File: src/rtl/irrigation_actuator_seq.sv
// Actuator sequencer: opens the selected valve before starting the shared pump,
// and stops the pump before closing the valve. Both valves are never open together.
module irrigation_actuator_seq #(
  parameter int OPEN_CYC = 4,
  parameter int STOP_CYC = 4,
  parameter int CW       = 8
) (
  input  logic       CLK,
  input  logic       reset,
  input  logic [1:0] cmd,
  output logic       valve_asp,
  output logic       valve_got,
  output logic       pump,
  output logic       busy,
  output logic [1:0] active,
  output logic [1:0] dbg_state
);

  typedef enum logic [1:0] {
    IDLE     = 2'd0,
    OPENING  = 2'd1,
    RUNNING  = 2'd2,
    STOPPING = 2'd3
  } state_t;

  localparam logic [CW-1:0] OPEN_LOAD = CW'(OPEN_CYC - 1);
  localparam logic [CW-1:0] STOP_LOAD = CW'(STOP_CYC - 1);

  state_t        state, state_n;
  logic [1:0]    mode, mode_n;
  logic [CW-1:0] cnt, cnt_n;
  logic          asp_n, got_n, pump_n, busy_n;
  logic [1:0]    active_n;
  logic          cmd_valid;

  // cmd is a level from a CLK-synchronous FSM; 11 is treated like 00.
  assign cmd_valid = (cmd == 2'b01) || (cmd == 2'b10);
  assign dbg_state = state;

  always_comb begin
    state_n  = state;
    mode_n   = mode;
    cnt_n    = cnt;
    asp_n    = valve_asp;
    got_n    = valve_got;
    pump_n   = pump;
    active_n = active;
    case (state)
      IDLE: begin
        if (cmd_valid) begin
          mode_n  = cmd;
          asp_n   = (cmd == 2'b01);
          got_n   = (cmd == 2'b10);
          cnt_n   = OPEN_LOAD;
          state_n = OPENING;
        end
      end
      OPENING: begin
        if (cmd != mode) begin
          // Abort before the pump ever starts.
          asp_n   = 1'b0;
          got_n   = 1'b0;
          mode_n  = 2'b00;
          cnt_n   = '0;
          state_n = IDLE;
        end else if (cnt == '0) begin
          pump_n   = 1'b1;
          active_n = mode;
          state_n  = RUNNING;
        end else begin
          cnt_n = cnt - 1'b1;
        end
      end
      RUNNING: begin
        if (cmd != mode) begin
          pump_n   = 1'b0;
          active_n = 2'b00;
          cnt_n    = STOP_LOAD;
          state_n  = STOPPING;
        end
      end
      STOPPING: begin
        // Drain is not abortable; cmd is ignored here.
        if (cnt == '0) begin
          asp_n   = 1'b0;
          got_n   = 1'b0;
          mode_n  = 2'b00;
          state_n = IDLE;
        end else begin
          cnt_n = cnt - 1'b1;
        end
      end
      default: begin
        asp_n    = 1'b0;
        got_n    = 1'b0;
        pump_n   = 1'b0;
        active_n = 2'b00;
        mode_n   = 2'b00;
        cnt_n    = '0;
        state_n  = IDLE;
      end
    endcase
    busy_n = (state_n != IDLE);
  end

  always_ff @(posedge CLK or negedge reset) begin
    if (!reset) begin
      state     <= IDLE;
      mode      <= 2'b00;
      cnt       <= '0;
      valve_asp <= 1'b0;
      valve_got <= 1'b0;
      pump      <= 1'b0;
      busy      <= 1'b0;
      active    <= 2'b00;
    end else begin
      state     <= state_n;
      mode      <= mode_n;
      cnt       <= cnt_n;
      valve_asp <= asp_n;
      valve_got <= got_n;
      pump      <= pump_n;
      busy      <= busy_n;
      active    <= active_n;
    end
  end

endmodule

File: config.mk
export PLATFORM = sky130hd
export DESIGN_NAME = irrigation_actuator_seq
export DESIGN_NICKNAME = d
export VERILOG_FILES = /design/src/rtl/irrigation_actuator_seq.sv
export SDC_FILE = /design/constraint.sdc
export NUM_CORES = 1
export LEC_CHECK = 0
export BUFFER_PORTS_ARGS = -buffer_cell sky130_fd_sc_hd__clkbuf_2
export CAP_MARGIN = 15
export CORE_MARGIN = 2
export CORE_UTILIZATION = 51
export DETAILED_ROUTE_END_ITERATION = 8
export PLACE_DENSITY = 0.71
export REMOVE_ABC_BUFFERS = 1
export SYNTH_ARGS = -nofsm -noshare
export SYNTH_HDL_FRONTEND = slang
export SYNTH_SLANG_ARGS = --single-unit
File: constraint.sdc
create_clock -name CLK -period 2.7 [get_ports CLK]
set_clock_uncertainty 0.05 [all_clocks]
set_input_delay 0.54 -clock CLK [delete_from_list [all_inputs] [get_ports CLK]]
set_output_delay 0.54 -clock CLK [all_outputs]
set_load 0.1 [all_outputs]
### After elaboration in Yosys (flattened, before gate mapping)

Index checks and enable logic that the tools add are counted.
Widths: inputs -> output; s select.

* register bits after elaboration: 18
* bits of input ports: 4
* word-level logic and storage cells: 57

* $add $sub $neg: 1
* equality and inequality tests: 12
* muxes and demuxes: 27
* reduce and logical (&&, ||, !) cells: 9

Operators by type and width (number)
* $mux 8: 4
* $pmux 8 s4: 1
* $mux 2: 10
* $ne 2x2->1 const B: 6
* $logic_not 8->1: 1
* $pmux 2 s4: 1
* $reduce_and 4->1: 2
* $sub 8x1->8 const B: 1
* $eq 2x2->1 const B: 3
* $mux 1: 6
* $pmux 1 s3: 2
* $pmux 2 s3: 1
* $eq 2x1->1 const B: 2
* $pmux 2 s2: 1
* $reduce_bool 2->1: 2
* $reduce_bool 3->1: 1
* $logic_not 2->1: 1
* $ne 2x2->1: 1
* $pmux 1 s2: 1
* $reduce_and 2->1: 1
* $logic_or 1x1->1: 1

### Depth between registers and ports, before layout

* word-level depth: 5
* mapped depth: 6

### Least setup slack after synthesis

OpenSTA, ideal clock, no wires.

* kind: flip-flop to flip-flop
* start point: reg state[1], in the netlist dbg_state[1]
* end point: reg cnt[3]
* library setup time: 126 ps
* arrival time: 1857 ps
* data required time: 2524 ps
* path slack: 667 ps
* cell stages (with the launch flop): 5
* path buffers: 1
* path through: dfrtp_1 clkbuf_1 nand2b_1 a21oi_1 a221o_1

* cells in the longest elaborated chain, start to end: 3
* elaborated cells on any way between the ends: 8

RTL lines
* start, declared: line 29 `state_t state, state_n;`
* start signal, assigned: line 117 `state <= state_n;`
* $eq 2x2->1 or $logic_not 2->1 (tied branches): line 48 `case (state)`
* $ne 2x2->1 (no line)
* $reduce_and 2->1 (no line)
* end signal, assigned: line 119 `cnt <= cnt_n;`
* end, declared: line 31 `logic [CW-1:0] cnt, cnt_n;`

Parallel ways exist; a longest one is shown, timed or not.
A chain may end at the register's enable or synchronous reset.

### Worst setup path in the final report

* start point: reg state[1], in the netlist dbg_state[1]
* end point: out dbg_state[1]

RTL lines
* end, declared: line 16 `output logic [1:0] dbg_state`

No word-level cell between the ends.

==> flow_summary.json <==
{
  "status": "finished, final reports clean",
  "synth_top_area_share_pct": 42.4,
  "grt-ovfl-total": 0,
  "wl_per_cell_um": 14.9,
  "initial_core_util_pct": 54.2,
  "area_delta_synth_final_pct": 11.1,
  "portBuffers": 11,
  "synth_area_leaders": "dfrtp_1, a211oi_1, a21oi_1, a221o_1, mux2i_1",
  "start_kind": "register",
  "drive_gt1_share_pct": 16.7,
  "core_um2": 1960,
  "finalSetupViolations": 0,
  "tns_ps": 0,
  "dp.final_hpwl_um": 1580,
  "cp_data_required_time_ps": 2110,
  "endpoint_kind": "output pin",
  "maxSlewHeadroom_pct": 58.2,
  "vias_per_cell": 6.03,
  "pin_count": 12,
  "drt-total-wl_um": 2190,
  "wl_met1_um": 1060,
  "htreeDepth": 1,
  "route.vias.total": 887,
  "finalHoldViolations": 0,
  "drc": 0,
  "synth_area_um2": 1060,
  "critPathMaxStageDelay_ps": 670,
  "ant_nets": 0,
  "die_area_um2": 2470,
  "fill_cells": 185,
  "synthCells": 108,
  "cp_data_arrival_time_ps": 1510,
  "dr.max_layer_used": "met3",
  "yosysSeqAreaShare_pct": 42.4,
  "grt_max_degree": 19,
  "clk_pin_slew_ps": 110,
  "grt_pass1_wl_um": 3840,
  "drt_iter0_markers": 17,
  "finalWorstPathRequiredPeriod_ps": 2100,
  "cts_made_buffers": 3,
  "row_count": 16,
  "reg2reg_setup_slack_ps": 610,
  "r2r-start": "cnt[0]$_DFFE_PN0P_",
  "critPathLaunch": "dbg_state[1]$_DFF_PN0_",
  "track_usage_pct": 20.1,
  "grt_antenna_before_repair": 0,
  "wl_met2_um": 1050,
  "critical-path-top-delay-family": "flip-flops",
  "cp_cell_sequence": "clkbuf_2",
  "dr.pass1.iters": 4,
  "r2r_end": "active[1]$_DFFE_PN0P_",
  "cts_root_buf": "clkbuf_4",
  "max_freq_ghz": 0.476,
  "maxCapViolations": 0,
  "dr_wl_met3_um": 80,
  "clkSinkCount": 18,
  "post_cts_resized": 0,
  "synth_seq_cells": 18,
  "clk-insertion-delay-late_ps": 300,
  "cp_num_buf_inv": 1,
  "final.period_utilization_pct": 77.8,
  "hp-class": "in -> async",
  "cts_tree": "done",
  "yosys_warnings": 0,
  "ys_types": 30,
  "final_common_cell": "dfrtp_1",
  "cts_setup_buffers": 0,
  "tightest_slew_ps": 627,
  "cts_max_path_buffers": 2,
  "multi_input_area_um2": 579,
  "fp.dieH_um": 49.7,
  "rr_worst_depth": 6,
  "final_cell_mix": "dfrtp_1, clkbuf_2, a21oi_1, o21ai_0, a211oi_1",
  "crit_slowest_cell": "dfrtp_1",
  "nNetsFinal": 128,
  "final-seq-area_um2": 450,
  "hold_buffers": 0,
  "grt_pass1_vias": 851,
  "slew_viol_final": 0,
  "die_x_um": 49.7,
  "yosys.area.top_type": "dfrtp_1",
  "rsz0062_at_grt": "false",
  "crit_type": "reg -> out",
  "antenna_cells": 0,
  "gp_congestion": 0.902,
  "avgSynthCellArea_um2": 9.85,
  "worst-path-max-fanout": 18
}
-- through the flow --
| step | setup slack [ps] | area, um^2 | utilization [%] | std cells | hold slack (ps) |
|---|---|---|---|---|---|
| after detailed placement | 624 | 1140 | 58.4 | 143 | 456 |
| after global placement | 673 | 1140 | 58.4 | 143 | 447 |
| final | 599 | 1180 | 60.2 | 147 | 114 |
| after floorplan | 538 | 1050 | - | 104 | 194 |
| after global routing | 375 | 1180 | 60.2 | 147 | 131 |
| after CTS | 597 | 1180 | 60.2 | 147 | 127 |
-- Yosys cell counts, drive strengths merged --
library cell,n
nor2,6
a21o,3
o2bb2ai,4
or4b,1
nor3,4
or3,1
nor4,3
a21oi,9
xnor2,2
inv,5
mux2i,4
a31oi,1
nand3,3
o31ai,1
a221o,4
o21ai,9
nor4b,3
dfrtp,18
nor2b,2
a211oi,7
ha,3
nand2b,3
a311oi,2
nand2,2
nand3b,1
and2,3
clkbuf,4
-- per-layer routing --
| metal | global-route usage, % | vias up |
|---|---|---|
| met2 | 32.4 | 18 |
| met4 | 6.48 | 0 |
| met5 | 0 | - |
| met1 | 27.3 | 433 |
| li1 | - | 436 |
| met3 | 3.64 | 0 |
-- how the worst max path moves through the flow --
| stage | end | slack [ps] | cells after the start |
|---|---|---|---|
| global route | active[1]$_DFFE_PN0P_ | 370 | 6 |
| CTS | active[1]$_DFFE_PN0P_ | 600 | 6 |
| detailed placement | active[1]$_DFFE_PN0P_ | 620 | 6 |
| finish | dbg_state[1] | 600 | 1 |
| global placement | cnt[3]$_DFFE_PN0P_ | 670 | 6 |
| floorplan | active[0]$_DFFE_PN0P_ | 540 | 4 |
-- cell families after synthesis --
group | Yosys count | synth area share [%]
and+or+nand+nor | 32 | 18.9
AOI/OAI and AO/OA | 40 | 26.6
adders and majority gates | 3 | 3.53
muxes | 4 | 3.76
DFF | 18 | 42.4
xor gates and xnor gates | 2 | 1.65
buffers and inverters | 9 | 3.18
-- cell type report --
cell class              instances  area share (%)
flip-flops and latches         18            38.1
repair buffers                 12            5.30
multi-input cells              81            49.0
clock buffers                   4            3.07
inverters                       5            1.59
well taps                      27            2.86
-- flip-flops by register name, summed over array words and instances (netlist names) --
| signal | count |
|---|---|
| active | 2 |
| pump | 1 |
| valve_got | 1 |
| mode | 2 |
| cnt | 8 |
| busy | 1 |
| dbg_state | 2 |
| valve_asp | 1 |
Power is not shown: default switching activity piles up to over one toggle a cycle in this logic, so the estimate is an artifact.
